--- src/rtl/ltc2311_capture_engine_if.sv ---
// ADC pin and FIFO write-port bundle for the LTC2311-16 capture engine.
// master = capture engine, slave = ADC model / FIFO controller side.
interface ltc2311_capture_engine_if #(
    parameter int DATA_WIDTH = 16
);
    logic                  adc_cnv;
    logic                  adc_sck;
    logic                  adc_sdo;
    logic [DATA_WIDTH-1:0] sample_data;
    logic                  write_increment;
    logic                  fifo_full;

    modport master (
        output adc_cnv, adc_sck, sample_data, write_increment,
        input  adc_sdo, fifo_full
    );

    modport slave (
        input  adc_cnv, adc_sck, sample_data, write_increment,
        output adc_sdo, fifo_full
    );
endinterface

--- src/rtl/ltc2311_capture_engine.sv ---
// LTC2311-16 capture engine: timed CNV, SCK/SDO deserialiser, FIFO push with overrun counting.
// Optional macro LTC2311_TEST_PATTERN_EN replaces stored samples with an incrementing counter.
module ltc2311_capture_engine #(
    parameter int DATA_WIDTH        = 16,
    parameter int SAMPLE_PERIOD     = 100,
    parameter int CNV_HIGH_CYCLES   = 3,
    parameter int CONVERSION_CYCLES = 45,
    parameter int SCK_HALF_PERIOD   = 1,
    parameter int OVERRUN_WIDTH     = 8
) (
    input  logic                     clock,
    input  logic                     reset_n,
    input  logic                     enable,
    input  logic                     clear,
    ltc2311_capture_engine_if.master bus,
    output logic                     busy,
    output logic                     overrun,
    output logic [OVERRUN_WIDTH-1:0] overrun_count
);
    localparam int TMR_W = (SAMPLE_PERIOD > 1) ? $clog2(SAMPLE_PERIOD) : 1;
    localparam int CNV_W = (CONVERSION_CYCLES > 1) ? $clog2(CONVERSION_CYCLES) : 1;
    localparam int PH_W  = (SCK_HALF_PERIOD > 1) ? $clog2(SCK_HALF_PERIOD) : 1;
    localparam int BIT_W = (DATA_WIDTH > 1) ? $clog2(DATA_WIDTH) : 1;

    localparam logic [TMR_W-1:0] TMR_LAST      = TMR_W'(SAMPLE_PERIOD - 1);
    localparam logic [CNV_W-1:0] CONV_LAST     = CNV_W'(CONVERSION_CYCLES - 1);
    localparam logic [CNV_W-1:0] CNV_HIGH_LAST = CNV_W'(CNV_HIGH_CYCLES - 1);
    localparam logic [PH_W-1:0]  PH_LAST       = PH_W'(SCK_HALF_PERIOD - 1);
    localparam logic [BIT_W-1:0] BIT_LAST      = BIT_W'(DATA_WIDTH - 1);

    typedef enum logic [1:0] {
        S_IDLE,
        S_CONVERT,
        S_SHIFT,
        S_STORE
    } state_t;

    state_t                   r_state;
    logic [TMR_W-1:0]         r_timer;
    logic [CNV_W-1:0]         r_conv_cnt;
    logic [PH_W-1:0]          r_phase_cnt;
    logic [BIT_W-1:0]         r_bit_cnt;
    logic [DATA_WIDTH-1:0]    r_shift;
    logic [DATA_WIDTH-1:0]    r_sample_data;
    logic                     r_cnv;
    logic                     r_sck;
    logic                     r_busy;
    logic                     r_push_pend;
    logic                     r_write_increment;
    logic                     r_overrun;
    logic [OVERRUN_WIDTH-1:0] r_overrun_count;
`ifdef LTC2311_TEST_PATTERN_EN
    logic [DATA_WIDTH-1:0]    r_pattern;
`endif
    logic                     w_tick;

    assign w_tick = enable && (r_timer == '0);

    always_ff @(posedge clock or negedge reset_n) begin
        if (!reset_n) begin
            r_timer <= '0;
        end else if (clear || !enable || (r_timer == TMR_LAST)) begin
            r_timer <= '0;
        end else begin
            r_timer <= r_timer + 1'b1;
        end
    end

    // Strobe lags STORE by one extra cycle so sample_data is already stable when it rises.
    always_ff @(posedge clock or negedge reset_n) begin
        if (!reset_n) begin
            r_state           <= S_IDLE;
            r_conv_cnt        <= '0;
            r_phase_cnt       <= '0;
            r_bit_cnt         <= '0;
            r_shift           <= '0;
            r_sample_data     <= '0;
            r_cnv             <= 1'b0;
            r_sck             <= 1'b0;
            r_busy            <= 1'b0;
            r_push_pend       <= 1'b0;
            r_write_increment <= 1'b0;
            r_overrun         <= 1'b0;
            r_overrun_count   <= '0;
`ifdef LTC2311_TEST_PATTERN_EN
            r_pattern         <= '0;
`endif
        end else if (clear) begin
            r_state           <= S_IDLE;
            r_conv_cnt        <= '0;
            r_phase_cnt       <= '0;
            r_bit_cnt         <= '0;
            r_shift           <= '0;
            r_sample_data     <= '0;
            r_cnv             <= 1'b0;
            r_sck             <= 1'b0;
            r_busy            <= 1'b0;
            r_push_pend       <= 1'b0;
            r_write_increment <= 1'b0;
            r_overrun         <= 1'b0;
            r_overrun_count   <= '0;
`ifdef LTC2311_TEST_PATTERN_EN
            r_pattern         <= '0;
`endif
        end else begin
            r_write_increment <= r_push_pend;
            r_push_pend       <= 1'b0;
            case (r_state)
                S_IDLE: begin
                    if (w_tick) begin
                        r_state    <= S_CONVERT;
                        r_cnv      <= 1'b1;
                        r_busy     <= 1'b1;
                        r_conv_cnt <= '0;
                    end
                end
                S_CONVERT: begin
                    r_cnv <= (r_conv_cnt < CNV_HIGH_LAST);
                    if (r_conv_cnt == CONV_LAST) begin
                        r_state     <= S_SHIFT;
                        r_phase_cnt <= '0;
                        r_bit_cnt   <= '0;
                        r_sck       <= 1'b0;
                    end else begin
                        r_conv_cnt <= r_conv_cnt + 1'b1;
                    end
                end
                S_SHIFT: begin
                    if (r_phase_cnt == PH_LAST) begin
                        r_phase_cnt <= '0;
                        if (!r_sck) begin
                            r_sck <= 1'b1;
                        end else begin
                            r_sck   <= 1'b0;
                            r_shift <= {r_shift[DATA_WIDTH-2:0], bus.adc_sdo};
                            if (r_bit_cnt == BIT_LAST) begin
                                r_state <= S_STORE;
                            end else begin
                                r_bit_cnt <= r_bit_cnt + 1'b1;
                            end
                        end
                    end else begin
                        r_phase_cnt <= r_phase_cnt + 1'b1;
                    end
                end
                S_STORE: begin
`ifdef LTC2311_TEST_PATTERN_EN
                    r_sample_data <= r_pattern;
                    r_pattern     <= r_pattern + 1'b1;
`else
                    r_sample_data <= r_shift;
`endif
                    if (bus.fifo_full) begin
                        r_overrun <= 1'b1;
                        if (r_overrun_count != '1) begin
                            r_overrun_count <= r_overrun_count + 1'b1;
                        end
                    end else begin
                        r_push_pend <= 1'b1;
                    end
                    r_busy  <= 1'b0;
                    r_state <= S_IDLE;
                end
                default: begin
                    r_state <= S_IDLE;
                end
            endcase
        end
    end

    assign bus.adc_cnv         = r_cnv;
    assign bus.adc_sck         = r_sck;
    assign bus.sample_data     = r_sample_data;
    assign bus.write_increment = r_write_increment;
    assign busy                = r_busy;
    assign overrun             = r_overrun;
    assign overrun_count       = r_overrun_count;
endmodule

--- src/flat_wrapper.sv ---
// flat-port wrapper written by rule: the top's interface ports become plain ports
module ltc2311_capture_engine_flat 
#(
    parameter int DATA_WIDTH        = 16,
    parameter int SAMPLE_PERIOD     = 100,
    parameter int CNV_HIGH_CYCLES   = 3,
    parameter int CONVERSION_CYCLES = 45,
    parameter int SCK_HALF_PERIOD   = 1,
    parameter int OVERRUN_WIDTH     = 8
)
  (clock, reset_n, enable, clear, busy, overrun, overrun_count, bus_adc_cnv, bus_adc_sck, bus_sample_data, bus_write_increment, bus_adc_sdo, bus_fifo_full);
  ltc2311_capture_engine_if #(.DATA_WIDTH(DATA_WIDTH)) bus_i ();
  input  logic clock;
  input  logic reset_n;
  input  logic enable;
  input  logic clear;
  output logic busy;
  output logic overrun;
  output logic [OVERRUN_WIDTH-1:0] overrun_count;
  output wire logic [$bits(bus_i.adc_cnv)-1:0] bus_adc_cnv;
  output wire logic [$bits(bus_i.adc_sck)-1:0] bus_adc_sck;
  output wire logic [$bits(bus_i.sample_data)-1:0] bus_sample_data;
  output wire logic [$bits(bus_i.write_increment)-1:0] bus_write_increment;
  input wire logic [$bits(bus_i.adc_sdo)-1:0] bus_adc_sdo;
  input wire logic [$bits(bus_i.fifo_full)-1:0] bus_fifo_full;
  assign bus_adc_cnv = bus_i.adc_cnv;
  assign bus_adc_sck = bus_i.adc_sck;
  assign bus_sample_data = bus_i.sample_data;
  assign bus_write_increment = bus_i.write_increment;
  assign bus_i.adc_sdo = bus_adc_sdo;
  assign bus_i.fifo_full = bus_fifo_full;
  ltc2311_capture_engine #(.DATA_WIDTH(DATA_WIDTH), .SAMPLE_PERIOD(SAMPLE_PERIOD), .CNV_HIGH_CYCLES(CNV_HIGH_CYCLES), .CONVERSION_CYCLES(CONVERSION_CYCLES), .SCK_HALF_PERIOD(SCK_HALF_PERIOD), .OVERRUN_WIDTH(OVERRUN_WIDTH)) u_core (.clock(clock), .reset_n(reset_n), .enable(enable), .clear(clear), .bus(bus_i), .busy(busy), .overrun(overrun), .overrun_count(overrun_count));
endmodule
--- config.mk ---
export PLATFORM = sky130hd
export DESIGN_NAME = ltc2311_capture_engine_flat
export DESIGN_NICKNAME = d
export VERILOG_FILES = /design/src/rtl/ltc2311_capture_engine_if.sv /design/src/rtl/ltc2311_capture_engine.sv /design/src/flat_wrapper.sv
export SDC_FILE = /design/constraint.sdc
export NUM_CORES = 1
export LEC_CHECK = 0
export CAP_MARGIN = 10
export CORE_UTILIZATION = 46
export DETAILED_ROUTE_END_ITERATION = 8
export PLACE_DENSITY = 0.76
export SYNTH_ARGS = -nofsm -noshare
export SYNTH_HDL_FRONTEND = slang
export SYNTH_SLANG_ARGS = --single-unit
export TNS_END_PERCENT = 50
--- constraint.sdc ---
create_clock -name clock -period 4.13 [get_ports clock]
set_input_delay 1.0325 -clock clock [delete_from_list [all_inputs] [get_ports clock]]
set_output_delay 1.0325 -clock clock [all_outputs]
set_load 0.02 [all_outputs]
==> impl_metrics.toml, run 1 <==
[clock_network]
cts_hold_buf = 0
cts_root_buffer = "clkbuf_8"
cts_resized = 0
tritoncts = "built"
h-tree-depth = 3
cts.sinks = 65
clock_latency_ns = 0.34
numCtsBuffers = 9
cts_setup_buffers = 0
cts_buffer_depth = 2
clk_pin_slew_worst_paths_ns = 0.07

[floorplan]
die_y_um = 85.4
ioPinCount = 35
placementRows = 30
dieArea_um2 = 7300
die_x_um = 85.4
start_util = 0.474
core_um2 = 6760

[synth]
synth_area_per_cell_um2 = 10.2
synth-edff-count = 0
synth_cell_types = 55
synth_top_area_share = 0.508
synthesis.nets = 329
ys_warn_count = 0
synth_ff_type = "dfrtp_1"
synth-seq-cells = 65
syn-instance-count = 313
synth_common_cells = "dfrtp_1 (65), nor2_1 (41), nand2_1 (24)"
synth.area.top_cells = "dfrtp_1 (51%), mux2i_1 (5.6%), nor2_1 (4.8%)"
synth_most_common_cell = "dfrtp_1"
netlist_area_um2 = 3200
netlist.top_cell.by_area = "dfrtp_1"
yosysSeqAreaShare = 0.508
synthArstFlopShare = 1.00

[timing]
min_period_ns = 2.53
worst_pin_slew_ns = 1.00
relSlewSlack = 0.334
hold_ws_ns = 0.465
finalCritPeriodShare = 0.611
finalHoldViolations = 0
skew_ns = 0.00459
drv_slew = 0
rsz0062_at_grt = "false"
tns_ns = 0
fmax_mhz = 396
setup_viol = 0

[worst_setup_path]
endpoint_kind = "primary output"
cp.depth = 1
crit_chain = "clkdlybuf4s50_1"
r2r_cells = 6
crit_type = "reg2out"
crit_path_max_fanout = 8
cp_slowest_cell = "clkdlybuf4s50_1"
arrival_ns = 1.49
rrSetupSlack_ns = 2.27
timing.rr.start = "u_core.r_state[1]"
max_stage_delay_ns = 0.66
cp_top_family = "buffers and inverters"
setup.worst_path.start_class = "flip-flop"
r2r-end = "u_core.r_state[0]"
crit_required_ns = 3.10
critPathBufInv = 1

[pwr]
powerDensity_nw_per_um2 = 397
p_total_w = 0.00149
irDropWorstVdd_v = 0.000233
p_leak_nw = 1.58

[detailed_routing]
first_iter_violations = 150
ant_nets = 0
num_vias = 2360
wl_um = 5880
routedWlPerCell_um = 13.6
vias_per_cell = 5.48
drcViolationCount = 3
firstDrtPassIters = 7

[grt]
grt_pass1_wl_um = 10800
groute.usage.overall = 0.187
grt_max_degree = 65
grt_pass1_vias = 2393
grt_antenna_before_repair = 0
grt-ovfl-total = 0

[place]
dp_hpwl_um = 3890
port_buffers = 34
place_congestion = 0.824

[cells_and_area]
antenna_cells = 0
syn2layout_area_growth_pct = 17.2
final_core_util = 0.556
num-nets-final = 363
drive_gt1_frac = 0.0883

[status]
violations = "DRC"
status = "finished with violations"

[hold_path]
whs_path_depth = 1
worstHoldStart = "u_core.r_push_pend"
hold-path-endpoint = "u_core.bus.write_increment"
worstHoldPathType = "reg2reg"

[run]
max_cap_viol_count = 0
## cells by family (layout without fill, tap and decap cells)
family,after synthesis,in the layout,share of synthesized area
AO/OA/AOI/OAI,52,52,0.109
XOR/XNOR,11,11,0.0301
adder cells (fa/ha/maj),10,10,0.0391
buffers and inverters,25,63,0.0355
flip-flops,65,65,0.508
multiplexers,20,20,0.0633
AND/OR/NAND/NOR,130,130,0.215
## area by class of cell
cell class                      count  area (um^2)
Sequential cell                    65         1630
Clock buffer                       10          138
Multi-Input combinational cell    223         1460
Tap cell                           80          100
Timing Repair Buffer               37          353
Fill cell                         582         3000
Inverter                           11         41.3
Clock inverter                      5         32.5
## report_power, final
group	leakage (nW)	switching (W)	internal, W	total, W
clock network	0.0802	0.000239	0.000228	0.000467
logic	0.600	0.000205	0.000130	0.000335
registers	0.904	0.0000277	0.000661	0.000688
total	1.58	0.000472	0.00102	0.00149
## stage by stage
step                instance area (um^2)  worst slack, ns  cells
floorplan                           3200             2.05    313
global placement                    3580             1.47    416
detailed placement                  3580             1.43    416
CTS                                 3750             1.59    431
global route                        3750             1.55    431
finish                              3750             1.60    431
## cells in the final DEF, fill, tap and decap left out, drive strengths merged, types with 4 or more instances in the layout
cell type / synthesis / layout
dfrtp: 65 / 65
nor2: 41 / 41
clkdlybuf4s50: 0 / 32
nand2: 24 / 24
nand2b: 21 / 21
o21ai: 21 / 21
mux2i: 18 / 18
inv: 11 / 11
nand3: 11 / 11
ha: 10 / 10
clkbuf: 6 / 10
a21oi: 8 / 8
xor2: 6 / 6
xnor2: 5 / 5
buf: 8 / 5
nand4: 4 / 4
o211ai: 4 / 4
and3: 4 / 4
a211oi: 4 / 4
nor3: 4 / 4
## per-layer routing
metal,part of all wire,up-vias,wire length (um),global-route usage
li1,-,1150,-,-
met1,0.46,1144,2720,0.242
met2,0.49,58,2870,0.298
met3,0.041,8,241,0.0496
met4,0.0075,0,44,0.0833
met5,0,-,0,0
## how the worst max path moves through the flow
stage                     slack [ns]                from                    to
after floorplan                 2.05              enable  u_core.r_conv_cnt[3]
after global placement          1.47              enable  u_core.r_conv_cnt[3]
after detailed placement        1.43              enable  u_core.r_conv_cnt[3]
after CTS                       1.59  u_core.bus.adc_sck           bus_adc_sck
after global routing            1.55  u_core.bus.adc_sck           bus_adc_sck
final                           1.60  u_core.bus.adc_sck           bus_adc_sck
## sequential cells by signal, summed over array words and instances, names as in the netlist
name and count:
u_core.r_timer 7, u_core.r_shift 16, u_core.r_conv_cnt 6, u_core.overrun_count 8, u_core.r_push_pend 1, u_core.bus.sample_data 16, u_core.overrun 1, u_core.bus.adc_cnv 1
u_core.busy 1, u_core.r_bit_cnt 4, u_core.r_state 2, u_core.bus.write_increment 1, u_core.bus.adc_sck 1
No activity file was read; power rests on OpenSTA's default activity.
==> inputs of run 2 (changes only) <==
==> constraint.sdc (replaced) <==
create_clock -name clock -period 2.63 [get_ports clock]
set_input_delay 0.6575 -clock clock [delete_from_list [all_inputs] [get_ports clock]]
set_output_delay 0.6575 -clock clock [all_outputs]
set_load 0.02 [all_outputs]
==> run 2 against run 1 <==
Compared with the run above:
- the flow still finishes with violations (DRC)
- die area stayed put
- final cell count is 0.23% higher
- sequential share of layout area is 0.22 points lower
- sequential power is 57% higher
- largest cell class unchanged
==> impl_metrics.toml, run 2 (synthesis gave the netlist of run 1 again) <==
[status]
status = "finished with violations"
violations = "DRC"

[run]
max_cap_viol_count = 0

[grt]
groute.usage.overall = 0.182
grt_max_degree = 50
grt_pass1_wl_um = 10300
grt_pass1_vias = 2319
grt_antenna_before_repair = 0
grt-ovfl-total = 0

[cells_and_area]
syn2layout_area_growth_pct = 17.8
drive_gt1_frac = 0.0909
num-nets-final = 364
antenna_cells = 0
final_cell_mix = "dfrtp_1 (65), nor2_1 (41), clkdlybuf4s50_1 (32)"
final_common_cell = "dfrtp_1"

[detailed_routing]
firstDrtPassIters = 7
routedWlPerCell_um = 13.6
vias_per_cell = 5.38
num_vias = 2325
ant_nets = 0
first_iter_violations = 123
wl_um = 5880
drcViolationCount = 3

[worst_setup_path]
crit_type = "reg2out"
critPathBufInv = 1
crit_chain = "clkdlybuf4s50_1"
endpoint_kind = "primary output"
rrSetupSlack_ns = 0.76
cp_slowest_cell = "clkdlybuf4s50_1"
setup.worst_path.start_class = "flip-flop"
arrival_ns = 1.52
cp_top_family = "buffers and inverters"
crit_path_max_fanout = 8
max_stage_delay_ns = 0.66
crit_required_ns = 1.97

[floorplan]
core_um2 = 6760
die_y_um = 85.4
dieArea_um2 = 7300
ioPinCount = 35
die_x_um = 85.4
start_util = 0.474
placementRows = 30

[timing]
relSlewSlack = 0.594
setup_viol = 0
fmax_mhz = 459
skew_ns = 0.00483
worst_pin_slew_ns = 0.610
drv_slew = 0
min_period_ns = 2.18
rsz0062_at_grt = "false"
finalHoldViolations = 0
tns_ns = 0
finalCritPeriodShare = 0.829
worst_slack_ns = 0.450

[hold_path]
worstHoldPathType = "in2async"

[place]
place_congestion = 0.799
port_buffers = 34
place_ws_ns = 0.319
dp_hpwl_um = 3940

[clock_network]
cts.sinks = 65
h-tree-depth = 3
cts_setup_buffers = 0
clk_pin_slew_worst_paths_ns = 0.07
clock_latency_ns = 0.35
cts_root_buffer = "clkbuf_8"
cts_hold_buf = 0
cts_resized = 0
cts_buffer_depth = 2
numCtsBuffers = 9
tritoncts = "built"

[pwr]
irDropWorstVdd_v = 0.000317
p_leak_nw = 1.59
powerDensity_nw_per_um2 = 622
[run 2: power breakdown]
group          internal (W)  leakage, nW  switching, W
sequential          0.00104        0.904     0.0000450
combinational      0.000206        0.609      0.000318
clock              0.000339       0.0777      0.000403
[run 2: cell type report]
type	instances	area [um^2]
flip-flops and latches	65	1630
clock buffers	9	124
fillers	605	2980
repair buffers	38	373
inverters	11	41.3
multi-input cells	223	1460
clock inverters	6	45.0
well taps	80	100
[run 2: metrics by stage]
| stage | power (W) | cells | area [um^2] | hold slack, ns | util |
|---|---|---|---|---|---|
| floorplan | 0.00148 | 313 | 3200 | 0.362 | - |
| global placement | 0.00161 | 417 | 3600 | 0.451 | 0.533 |
| detailed placement | 0.00163 | 417 | 3600 | 0.462 | 0.533 |
| CTS | 0.00238 | 432 | 3770 | 0.242 | 0.558 |
| global route | 0.00248 | 432 | 3770 | 0.259 | 0.558 |
| finish | 0.00235 | 432 | 3770 | 0.241 | 0.558 |
[run 2: worst paths after layout]
kind / from / end / depth (start not counted)
max: u_core.bus.adc_sck / bus_adc_sck / 1
min: reset_n / u_core.r_conv_cnt[3] / 1
max reg2reg: u_core.r_state[1] / u_core.r_state[0] / 6
min reg2reg: u_core.r_push_pend / u_core.bus.write_increment / 1
max in group asynchronous: reset_n / u_core.bus.sample_data[2] / 2
min in group clock: u_core.r_push_pend / u_core.bus.write_increment / 1
[run 2: layer usage]
| layer | part of all wire | track usage | wire [um] |
|---|---|---|---|
| met5 | 0 | 0 | 0 |
| met4 | 0.013 | 0.0697 | 74 |
| met3 | 0.039 | 0.0652 | 227 |
| met2 | 0.48 | 0.296 | 2830 |
| met1 | 0.47 | 0.222 | 2750 |
==> inputs of run 3 (changes only) <==
--- a/config.mk
+++ b/config.mk
@@ -8,7 +8,7 @@
 export CAP_MARGIN = 10
 export CORE_UTILIZATION = 46
 export DETAILED_ROUTE_END_ITERATION = 8
-export PLACE_DENSITY = 0.76
+export PLACE_DENSITY = 0.79
 export SYNTH_ARGS = -nofsm -noshare
 export SYNTH_HDL_FRONTEND = slang
 export SYNTH_SLANG_ARGS = --single-unit
==> constraint.sdc (replaced) <==
create_clock -name clock -period 1.98 [get_ports clock]
set_input_delay 0.495 -clock clock [delete_from_list [all_inputs] [get_ports clock]]
set_output_delay 0.495 -clock clock [all_outputs]
set_load 0.02 [all_outputs]
==> run 3 against run 2 <==
Compared with the run above:
- largest cell class unchanged
- flip-flop and latch count is the same
- setup slack lost 0.38 ns
- worst hold slack lost 0.17 ns
- clock-buffer cell count is the same
- the flow still finishes with violations (DRC)
==> impl_metrics.toml, run 3 (synthesis gave the netlist of run 1 again) <==
[timing]
relSlewSlack = 0.702
min_period_ns = 1.91
rsz0062_at_grt = "false"
drv_slew = 0
worst_pin_slew_ns = 0.447
skew_ns = 0.00916
tns_ns = 0
setup_viol = 0
finalHoldViolations = 0
fmax_mhz = 523
finalCritPeriodShare = 0.966

[detailed_routing]
ant_nets = 0
num_vias = 2427
first_iter_violations = 160
drcViolationCount = 1
routedWlPerCell_um = 14.2
wl_um = 6300
vias_per_cell = 5.48
firstDrtPassIters = 8

[clock_network]
h-tree-depth = 3
tritoncts = "built"
cts_root_buffer = "clkbuf_8"
cts_setup_buffers = 0
numCtsBuffers = 9
cts.sinks = 65
cts_buffer_depth = 2
clk_pin_slew_worst_paths_ns = 0.08
clock_latency_ns = 0.35

[cells_and_area]
final_cell_mix = "dfrtp_1 (65), nor2_1 (41), clkdlybuf4s50_1 (31)"
drive_gt1_frac = 0.118
final_common_cell = "dfrtp_1"
regArea_um2 = 1630
fin_area_um2 = 3880
num-nets-final = 374
antenna_cells = 0
final_core_util = 0.575
syn2layout_area_growth_pct = 21.2
multi_input_area_um2 = 1460
fillers = 569

[floorplan]
die_y_um = 85.4
core_um2 = 6760
ioPinCount = 35
placementRows = 30
dieArea_um2 = 7300
die_x_um = 85.4
start_util = 0.474

[worst_setup_path]
arrival_ns = 1.42
crit_type = "reg2out"
setup.worst_path.start_class = "flip-flop"
cp_slowest_cell = "clkdlybuf4s50_1"
crit_chain = "clkdlybuf4s50_1"
crit_path_max_fanout = 6
crit_required_ns = 1.48
critPathBufInv = 1
max_stage_delay_ns = 0.64
endpoint_kind = "primary output"
cp_top_family = "buffers and inverters"

[run]
max_cap_viol_count = 0

[place]
port_buffers = 34
dp_hpwl_um = 4270
place_congestion = 0.800
dpl_cell_area_um2 = 3680

[status]
status = "finished with violations"
violations = "DRC"

[grt]
grt-ovfl-total = 0
grt_antenna_before_repair = 0
grt_max_degree = 50
groute.usage.overall = 0.192
grt_pass1_wl_um = 10800
grt_pass1_vias = 2391

[hold_path]
worstHoldPathType = "in2async"

[pwr]
p_leak_nw = 1.66
powerDensity_nw_per_um2 = 878
p_total_w = 0.00341
irDropWorstVdd_v = 0.000554
run 3: routing by layer:
metal	GRT usage	vias up	wire length, um
met5	0	-	0
met2	0.321	52	3050
li1	-	1182	-
met1	0.238	1180	2860
met4	0.0788	0	139
met3	0.0486	13	257
run 3: final timing paths:
| kind | from | depth (start not counted) | slack (ns) | end |
|---|---|---|---|---|
| worst max-delay path | u_core.overrun_count[3] | 1 | 0.07 | overrun_count[3] |
| worst min-delay path | reset_n | 1 | 0.07 | u_core.overrun_count[4] |
| worst max register to register | u_core.r_state[0] | 6 | 0.22 | u_core.r_bit_cnt[3] |
| worst min register to register | u_core.r_push_pend | 1 | 0.48 | u_core.bus.write_increment |
| max in group asynchronous | reset_n | 2 | 1.32 | u_core.r_timer[3] |
| min in group clock | u_core.r_push_pend | 1 | 0.48 | u_core.bus.write_increment |
run 3: per-stage QoR:
step,setup slack [ns],std cells,hold WS (ns)
floorplan,0.357,313,0.199
global placement,-0.0887,427,0.456
detailed placement,-0.121,427,0.457
CTS,0.0515,443,0.0746
global route,0.0103,443,0.0863
finish,0.0676,443,0.0691
run 3: cell type report:
class | count | share of cell area
timing repair buffer | 48 | 0.115
multi-input combinational | 223 | 0.377
inverter | 11 | 0.0106
sequential | 65 | 0.419
tap | 80 | 0.0258
clock inverter | 7 | 0.0213
clock buffer | 9 | 0.0319
run 3: power breakdown:
| part | switching, W | internal [W] | leakage [nW] |
|---|---|---|---|
| combinational | 0.000446 | 0.000345 | 0.662 |
| sequential | 0.0000594 | 0.00138 | 0.904 |
| clock | 0.000579 | 0.000603 | 0.0988 |
| total | 0.00108 | 0.00232 | 1.66 |
run 3: what timing repair did:
item | CTS | global route
hold buffers | 0 | 0
gates resized for setup | 1 | 0
setup endpoints to repair | 1 | 0
